--- src/rtl/uart_cmd_pkg.sv ---
// Shared types and constants for the UART command parser: FSM states,
// command table (right-aligned, byte 0 in the MSBs) and response strings.
package uart_cmd_pkg;

   typedef enum logic [2:0] {
      S_IDLE,
      S_POP,
      S_GAP,
      S_PARSE,
      S_RESP,
      S_TXWAIT
   } state_t;

   localparam int STR_LEN = 6;
   localparam int CMD_MAX = 8;

   localparam logic [8*STR_LEN-1:0] PASS_STR = 48'h50_61_73_73_0D_0A;  // "Pass\r\n"
   localparam logic [8*STR_LEN-1:0] FAIL_STR = 48'h46_61_69_6C_0D_0A;  // "Fail\r\n"

   // Shorter commands compare against the low CMD_LENGTH bytes of each entry.
   localparam logic [63:0] CMD_TABLE [CMD_MAX] = '{
      64'h0000_0000_5445_5354,  // TEST
      64'h0000_0000_5354_4154,  // STAT
      64'h0000_0000_5253_4554,  // RSET
      64'h0000_0000_5645_5253,  // VERS
      64'h0000_0000_4845_4C50,  // HELP
      64'h0000_0000_5049_4E47,  // PING
      64'h0000_0000_5354_4F50,  // STOP
      64'h0000_0000_424F_4F54   // BOOT
   };

endpackage

--- src/rtl/uart_cmd_tx_seq.sv ---
// Serialises a 6-byte string into the TX FIFO, one push per cycle at most,
// with a mandatory idle cycle after every push and no push while full.
module uart_cmd_tx_seq
   import uart_cmd_pkg::*;
(
   input  logic                   clock,
   input  logic                   reset_n,
   input  logic                   start,
   input  logic [8*STR_LEN-1:0]   str,
   input  logic                   tx_fifo_full,
   output logic [7:0]             data,
   output logic                   write_en,
   output logic                   done
);

   logic [8*STR_LEN-1:0] shreg;
   logic [2:0]           remaining;
   logic                 active;
   logic                 gap;

   assign write_en = active && (remaining != 3'd0) && !gap && !tx_fifo_full;
   assign data     = shreg[8*STR_LEN-1 -: 8];
   assign done     = active && (remaining == 3'd0) && !gap;

   always_ff @(posedge clock or negedge reset_n) begin
      if (!reset_n) begin
         shreg     <= '0;
         remaining <= 3'd0;
         active    <= 1'b0;
         gap       <= 1'b0;
      end else if (start) begin
         shreg     <= str;
         remaining <= 3'(STR_LEN);
         active    <= 1'b1;
         gap       <= 1'b0;
      end else if (active) begin
         if (write_en) begin
            shreg     <= {shreg[8*STR_LEN-9:0], 8'h00};
            remaining <= remaining - 3'd1;
            gap       <= 1'b1;
         end else begin
            gap <= 1'b0;
         end
         if (done) active <= 1'b0;
      end
   end

endmodule

--- src/rtl/uart_cmd_parser.sv ---
// Collects CMD_LENGTH bytes from the RX FIFO, matches them against CMD_TABLE
// and answers Pass/Fail on TX. Optional byte echo: UART_CMD_ECHO_EN.
//   state    | meaning
//   S_IDLE   | wait for RX byte; inter-byte timeout runs while idx != 0
//   S_POP    | pop one byte into cmd_buf[idx]
//   S_GAP    | no-pop cycle so rx_fifo_empty settles; report match on last byte
//   S_PARSE  | latched match result is visible on cmd_strobe/cmd_error
//   S_RESP   | launch the Pass/Fail string
//   S_TXWAIT | string draining into the TX FIFO
module uart_cmd_parser
   import uart_cmd_pkg::*;
#(
   parameter int CLOCK_FREQUENCY = 27000000,
   parameter int CMD_LENGTH      = 4,
   parameter int NUM_CMDS        = 4,
   parameter int TIMEOUT_US      = 10000
) (
   input  logic       clock,
   input  logic       reset_n,
   input  logic       rx_fifo_empty,
   input  logic [7:0] rx_fifo_data_out,
   output logic       rx_fifo_read_en,
   input  logic       tx_fifo_full,
   output logic [7:0] tx_fifo_data_in,
   output logic       tx_fifo_write_en,
   output logic       cmd_strobe,
   output logic [2:0] cmd_id,
   output logic       cmd_error
);

   localparam int         TMO_CYCLES = CLOCK_FREQUENCY / 1000000 * TIMEOUT_US;
   localparam int         TMO_W      = (TMO_CYCLES > 1) ? $clog2(TMO_CYCLES + 1) : 1;
   localparam logic [2:0] IDX_LAST   = 3'(CMD_LENGTH - 1);

   state_t                  state, state_next;
   logic [2:0]              idx;
   logic [7:0]              cmd_buf [CMD_LENGTH];
   logic [TMO_W-1:0]        timer;
   logic [8*CMD_LENGTH-1:0] cmd_word;
   logic                    hit;
   logic [2:0]              hit_idx;
   logic                    resp_hit;
   logic                    last_byte;
   logic                    timeout;
   logic                    seq_start;
   logic                    seq_we;
   logic                    seq_done;
   logic [7:0]              seq_data;
   logic                    echo_block;

   always_comb begin
      cmd_word = '0;
      for (int i = 0; i < CMD_LENGTH; i++) cmd_word[(CMD_LENGTH-1-i)*8 +: 8] = cmd_buf[i];
   end

   // Descending scan so the lowest matching index is the one left standing.
   always_comb begin
      hit     = 1'b0;
      hit_idx = 3'd0;
      for (int i = NUM_CMDS - 1; i >= 0; i--) begin
         if (cmd_word == CMD_TABLE[i][8*CMD_LENGTH-1:0]) begin
            hit     = 1'b1;
            hit_idx = 3'(i);
         end
      end
   end

   assign last_byte       = (idx == IDX_LAST);
   assign timeout         = (state == S_IDLE) && (idx != 3'd0) && (timer == '0) && rx_fifo_empty;
   assign rx_fifo_read_en = (state == S_POP);

   always_ff @(posedge clock or negedge reset_n) begin
      if (!reset_n) state <= S_IDLE;
      else          state <= state_next;
   end

   always_comb begin
      state_next = state;
      seq_start  = 1'b0;
      case (state)
         S_IDLE:   if (!timeout && !rx_fifo_empty && !echo_block) state_next = S_POP;
         S_POP:    state_next = S_GAP;
         S_GAP:    state_next = last_byte ? S_PARSE : S_IDLE;
         S_PARSE:  state_next = S_RESP;
         S_RESP: begin
            if (!echo_block) begin
               seq_start  = 1'b1;
               state_next = S_TXWAIT;
            end
         end
         S_TXWAIT: if (seq_done) state_next = S_IDLE;
         default:  state_next = S_IDLE;
      endcase
   end

   always_ff @(posedge clock or negedge reset_n) begin
      if (!reset_n) begin
         idx        <= 3'd0;
         timer      <= '0;
         cmd_id     <= 3'd0;
         cmd_strobe <= 1'b0;
         cmd_error  <= 1'b0;
         resp_hit   <= 1'b0;
         for (int i = 0; i < CMD_LENGTH; i++) cmd_buf[i] <= 8'h00;
      end else begin
         cmd_strobe <= 1'b0;
         cmd_error  <= 1'b0;
         case (state)
            S_IDLE: begin
               if (timeout) begin
                  idx       <= 3'd0;
                  cmd_error <= 1'b1;
               end else if (idx != 3'd0 && timer != '0) begin
                  timer <= timer - TMO_W'(1);
               end
            end
            S_POP: begin
               for (int i = 0; i < CMD_LENGTH; i++)
                  if (idx == 3'(i)) cmd_buf[i] <= rx_fifo_data_out;
               timer <= TMO_W'(TMO_CYCLES - 1);
            end
            S_GAP: begin
               if (last_byte) begin
                  idx      <= 3'd0;
                  resp_hit <= hit;
                  if (hit) begin
                     cmd_strobe <= 1'b1;
                     cmd_id     <= hit_idx;
                  end else begin
                     cmd_error <= 1'b1;
                  end
               end else begin
                  idx <= idx + 3'd1;
               end
            end
            default: ;
         endcase
      end
   end

   uart_cmd_tx_seq u_tx_seq (
      .clock        (clock),
      .reset_n      (reset_n),
      .start        (seq_start),
      .str          (resp_hit ? PASS_STR : FAIL_STR),
      .tx_fifo_full (tx_fifo_full),
      .data         (seq_data),
      .write_en     (seq_we),
      .done         (seq_done)
   );

`ifdef UART_CMD_ECHO_EN
   // Echo is pushed from S_IDLE or S_RESP, where the sequencer is never active,
   // and holds off the next pop / the response launch until it is out.
   logic       echo_pend;
   logic [7:0] echo_byte;
   logic       echo_we;

   assign echo_we    = echo_pend && !tx_fifo_full && (state == S_IDLE || state == S_RESP);
   assign echo_block = echo_pend;

   always_ff @(posedge clock or negedge reset_n) begin
      if (!reset_n) begin
         echo_pend <= 1'b0;
         echo_byte <= 8'h00;
      end else if (state == S_POP) begin
         echo_pend <= 1'b1;
         echo_byte <= rx_fifo_data_out;
      end else if (echo_we) begin
         echo_pend <= 1'b0;
      end
   end

   assign tx_fifo_write_en = seq_we | echo_we;
   assign tx_fifo_data_in  = echo_we ? echo_byte : seq_data;
`else
   assign echo_block       = 1'b0;
   assign tx_fifo_write_en = seq_we;
   assign tx_fifo_data_in  = seq_data;
`endif

endmodule

--- config.mk ---
export PLATFORM = sky130hd
export DESIGN_NAME = uart_cmd_parser
export DESIGN_NICKNAME = d
export VERILOG_FILES = /design/src/rtl/uart_cmd_pkg.sv /design/src/rtl/uart_cmd_tx_seq.sv /design/src/rtl/uart_cmd_parser.sv
export SDC_FILE = /design/constraint.sdc
export NUM_CORES = 1
export LEC_CHECK = 0
export ABC_CLOCK_PERIOD_IN_PS = 5050
export CAP_MARGIN = 20
export CORE_UTILIZATION = 38
export DETAILED_ROUTE_END_ITERATION = 10
export GPL_ROUTABILITY_DRIVEN = 0
export PLACE_DENSITY_LB_ADDON = 0.1
export SLEW_MARGIN = 10
export SYNTH_ARGS = -nofsm -noshare
export SYNTH_HDL_FRONTEND = slang
export SYNTH_SLANG_ARGS = --single-unit
--- constraint.sdc ---
create_clock -name clock -period 5.05 [get_ports clock]
set_input_delay 1.01 -clock clock [delete_from_list [all_inputs] [get_ports clock]]
set_output_delay 1.01 -clock clock [all_outputs]
set_load 0.02 [all_outputs]
=== Word-level counts from Yosys, hierarchy flattened ===
Index checks and enable logic that the tools add are counted.
Widths: inputs -> output; s select.

* Memory bits (read-only): 0
* Memories kept: 0
* Input bits: 12
* Register bits after elaboration: 116
* Memory bits (writable): 0
* Output and inout bits: 15
* Word-level logic and storage cells: 109
* Latch bits: 0

* Div/mod/pow operators: 0
* Muxes and demuxes: 39
* Bitwise logic cells: 0
* $lt $le $gt $ge: 0
* Multipliers: 0
* Shifts and indexed selects: 0
* Reductions and logical operators: 35
* Add/sub/neg operators: 3
* Equal/unequal tests: 17

{| class="wikitable"
|+ Operator list
! kind !! count
|-
| $mux 48 || 3
|-
| $eq 32x31->1 const B || 4
|-
| $mux 45 || 1
|-
| $mux 19 || 2
|-
| $pmux 19 s2 || 1
|-
| $mux 3 || 10
|-
| $logic_not 19->1 || 1
|-
| $reduce_bool 19->1 || 1
|-
| $sub 19x1->19 const B || 1
|-
| $pmux 3 s6 || 1
|-
| $mux 1 || 17
|-
| $reduce_and 2->1 || 8
|-
| $eq 3x2->1 const B || 4
|-
| $logic_and 1x1->1 || 10
|-
| $logic_not 3->1 || 3
|-
| $reduce_bool 2->1 || 4
|-
| $eq 3x1->1 const B || 2
|-
| $eq 3x3->1 const B || 2
|-
| $ne 2x2->1 const B || 3
|-
| $pmux 3 s2 || 1
|-
| $reduce_and 3->1 || 2
|-
| $reduce_bool 3->1 || 2
|-
| $logic_not 1->1 || 4
|-
| $mux 2 || 2
|-
| 4 further kinds || 5
|}

=== Depth between registers and ports, before layout ===
* Word-level depth: 8
* Gate-level depth with buffers: 9
* Depth with buffers taken out: 8

=== Cells and area by module ===
Synthesis repeated with hierarchy kept, for this count alone.

* Cells, all modules: 565
* Area, all modules: 5788.1 um2

{| class="wikitable"
|+ Modules (own cells, without submodules)
! module !! seq. area each (um2) !! cells each !! area each (um2) !! times used
|-
| uart_cmd_parser || 1551.5 || 266 || 3019.1 || 1
|-
| uart_cmd_tx_seq || 1326.3 || 299 || 2768.9 || 1
|}

=== Worst setup path after synthesis ===
Ideal clock, no wire load.

* Path type: input-to-output
* Start: input tx_fifo_full
* End: output tx_fifo_write_en
* Required time: 4.040 ns
* Path slack: 2.111 ns
* Stages: 3
* Data arrival time: 1.929 ns
* Buffers on the path: 1
* Cells stage by stage: or3_1 -> inv_1 -> buf_1

* Cells in the longest elaborated chain, start to end: 2

{| class="wikitable"
|+ Ends and longest elaborated chain
! element !! RTL line !! source
|-
| start: declaration || uart_cmd_parser.sv:23 || <nowiki>input logic tx_fifo_full,</nowiki>
|-
| $logic_not 1->1 || uart_cmd_tx_seq.sv:21 || <nowiki>assign write_en = active && (remaining != 3'd0) && !gap && !tx_fifo_full;</nowiki>
|-
| $logic_and 1x1->1 || uart_cmd_tx_seq.sv:21 ||
|-
| end: declaration || uart_cmd_parser.sv:25 || <nowiki>output logic tx_fifo_write_en,</nowiki>
|}

No other way between the ends.

=== Final worst setup path ===
Same ends and word-level chain as after synthesis.

==> flow_summary.ini <==
[outcome]
outcome = complete, no violations

[global_routing]
grt_pass1_vias = 2879
grt_pass1_wl_um = 14000
antenna_found_initial = 0
grt.overflow.total = 0
grt_max_degree = 62
grt_usage_pct = 15.7

[sta]
whs_ps = 483
fmax_mhz = 269
tns_ps = 0
finalCritPeriodShare_pct = 73.6
finalSetupViolCount = 0
drv_slew = 0
slew_headroom_pct = 45.0
min_period_ps = 3720
tightestPinTransition_ps = 824
grt_setup_unrepaired = false
finalHoldViolCount = 0
clock_skew_ps = 9.72
fin_ws_ps = 1330

[layout]
diodes = 0
final_cell_mix = 93 x dfrtp_1, 74 x nand2_1, 32 x mux2_2
regArea_um2 = 2330
layout_commonest_cell = dfrtp_1
multi_input_area_um2 = 1770
nets = 435
fillers = 1068
post_route_cells_drive_above_1_share_pct = 15.2
area_delta_synth_final_pct = 12.0

[synthesis]
synthFlopType = dfrtp_1
syn_area_um2 = 4260
yosys.area_share.simple_pct = 20.2
synth_cell_types = 47
synth_compound_area_share_pct = 7.08
synthArstFlopShare_pct = 100
synth_xor_xnor_area_share_pct = 3.50
synth_area_per_cell_um2 = 10.6
synth-seq-cells = 93
synth-edff-count = 0
synth-adder-area-share_pct = 2.06
ys_seq_area_share_pct = 54.7
synth_mux_area_share_pct = 8.46
synth-warning-count = 0
synth_top_family_by_area = simple AND/OR/NAND/NOR gates
syn_inst = 401

[power_and_ir_drop]
pwr-share-seq_pct = 48.1
swShare_pct = 34.3
p_sw_uw = 859
p_int_uw = 1640
power.static_leakage_uw = 0.00200
p_comb_share_pct = 32.7
power.density_nw_per_um2 = 525
ir_worst_vdd_v = 0.000244
clkPwrFrac_pct = 19.2

[clock_network]
clkSinkCount = 93
cts_buffer_depth = 2
clk_pin_slew_ps = 80
cts_setup_buffers = 0
cts_root_buf = clkbuf_8
cts_tree = yes
numCtsBuffers = 9
cts_resized = 0
postCtsHoldBufs = 0
cts-htree-levels = 3
clk_latency_ps = 360

[detailed_routing]
drtIter0Drc = 136
drc = 0
drt-total-wl_um = 8080
ant_nets = 0
routed-via-count = 2851
viasPerCell = 5.08
wire_per_inst_um = 14.4
first_pass_iters = 4

[critical_path]
crit_type = in -> out
cp_max_fo = 30
endpoint_kind = output port
crit_required_ps = 4040
cp-start-kind = primary input
critPathArrivalTime_ps = 2710

[place]
dp_hpwl_um = 5410
place_ws_ps = 1320
io_buffers = 24

[floorplan]
dieArea_um2 = 11600
start_util_pct = 39.1
chipHeight_um = 108
core_um2 = 10900
die_w_um = 108
row_count = 38
io_pins = 27

[min_path]
min_path_type = reg -> reg

[flow_run]
cap_violations = 0
-- cell type report --
type	count	share of cell area (%)
Inverter	11	0.866
Tap cell	140	3.67
Timing Repair Buffer	27	5.46
Clock inverter	2	0.315
Clock buffer	14	3.83
Sequential cell	93	48.8
Multi-Input combinational cell	274	37.1
-- state kept, by name, indices dropped and copies added (netlist names) --
name                flops
resp_hit                1
u_tx_seq.active         1
cmd_strobe              1
u_tx_seq.remaining      3
cmd_id                  2
state                   3
u_tx_seq.shreg         26
idx                     3
timer                  19
cmd_buf                32
cmd_error               1
u_tx_seq.gap            1
-- through the flow --
stage / cell area, um^2 / util (%) / instances / power [uW]
2_1_floorplan: 4260 / - / 402 / 1820
3_3_place_gp: 4570 / 42.0 / 545 / 2020
3_5_place_dp: 4570 / 42.0 / 545 / 2050
4_1_cts: 4770 / 43.8 / 561 / 2540
5_1_grt: 4770 / 43.8 / 561 / 2710
6_report: 4770 / 43.8 / 561 / 2500
-- power by group through the flow --
stage	clock [uW]	sequential, uW	combinational, uW
2_1_floorplan	0	1160	664
3_3_place_gp	0	1210	809
3_5_place_dp	0	1220	832
4_1_cts	503	1200	833
5_1_grt	532	1240	932
6_report	481	1200	818
-- worst max-delay path, cell delays in order --
cell and delay (ps):
clkdlybuf4s50_1 400, or3_1 360, buf_4 240, inv_1 100
clkdlybuf4s50_1 600
-- per-layer routing --
metal  global-route usage (%)  vias to the layer above  share of wire (%)
met5                        0                        -                  0
met4                     5.77                        0                1.7
met3                     4.00                       11                2.4
met2                     25.2                       32                 47
met1                     20.3                     1411                 49
li1                         -                     1397                  -
-- path summary, 6_finish.rpt --
| kind | from | end | slack, ps | depth (start not counted) |
|---|---|---|---|---|
| max in group asynchronous | reset_n | timer[10]$_DFFE_PN0P_ | 3410 | 2 |
| worst min-delay path | u_tx_seq.shreg[38]$_DFFE_PN0P_ | u_tx_seq.shreg[38]$_DFFE_PN0P_ | 480 | 2 |
| min in group asynchronous | reset_n | u_tx_seq.shreg[45]$_DFFE_PN0P_ | 710 | 1 |
| worst max register to register | timer[0]$_DFFE_PN0P_ | timer[12]$_DFFE_PN0P_ | 2550 | 8 |
| worst min register to register | u_tx_seq.shreg[38]$_DFFE_PN0P_ | u_tx_seq.shreg[38]$_DFFE_PN0P_ | 480 | 2 |
| worst max-delay path | tx_fifo_full | tx_fifo_write_en | 1330 | 5 |
-- cell families (layout without fill, tap and decap cells) --
group	after synthesis	count (layout)
flops	93	93
mux	32	32
fa+ha+maj	7	7
xor+xnor	17	17
buf+inv	35	54
simple gates	168	168
other cells	1	2
compound gates	48	48
-- Yosys cell counts, types with 4 or more instances --
master     n  share of area, %
nand3b_1   4              0.71
or3_1      6              0.88
nor3_1    11               1.3
clkbuf_1  11              0.97
mux2_2    32               8.5
nand3_1   10               1.2
nor2_1    24               2.1
a21oi_1   20               2.4
nand2_1   74               6.5
ha_1       7               2.1
dfrtp_1   93                55
a31oi_1    7               1.0
xnor2_1   10               2.1
o211ai_1   5              0.88
nor4_1     4              0.59
buf_4      9               1.6
nand2b_1   5              0.73
xor2_1     7               1.4
inv_1     11              0.97
o21ai_0    5              0.59
Note: power is estimated with default switching activity, not from simulation.
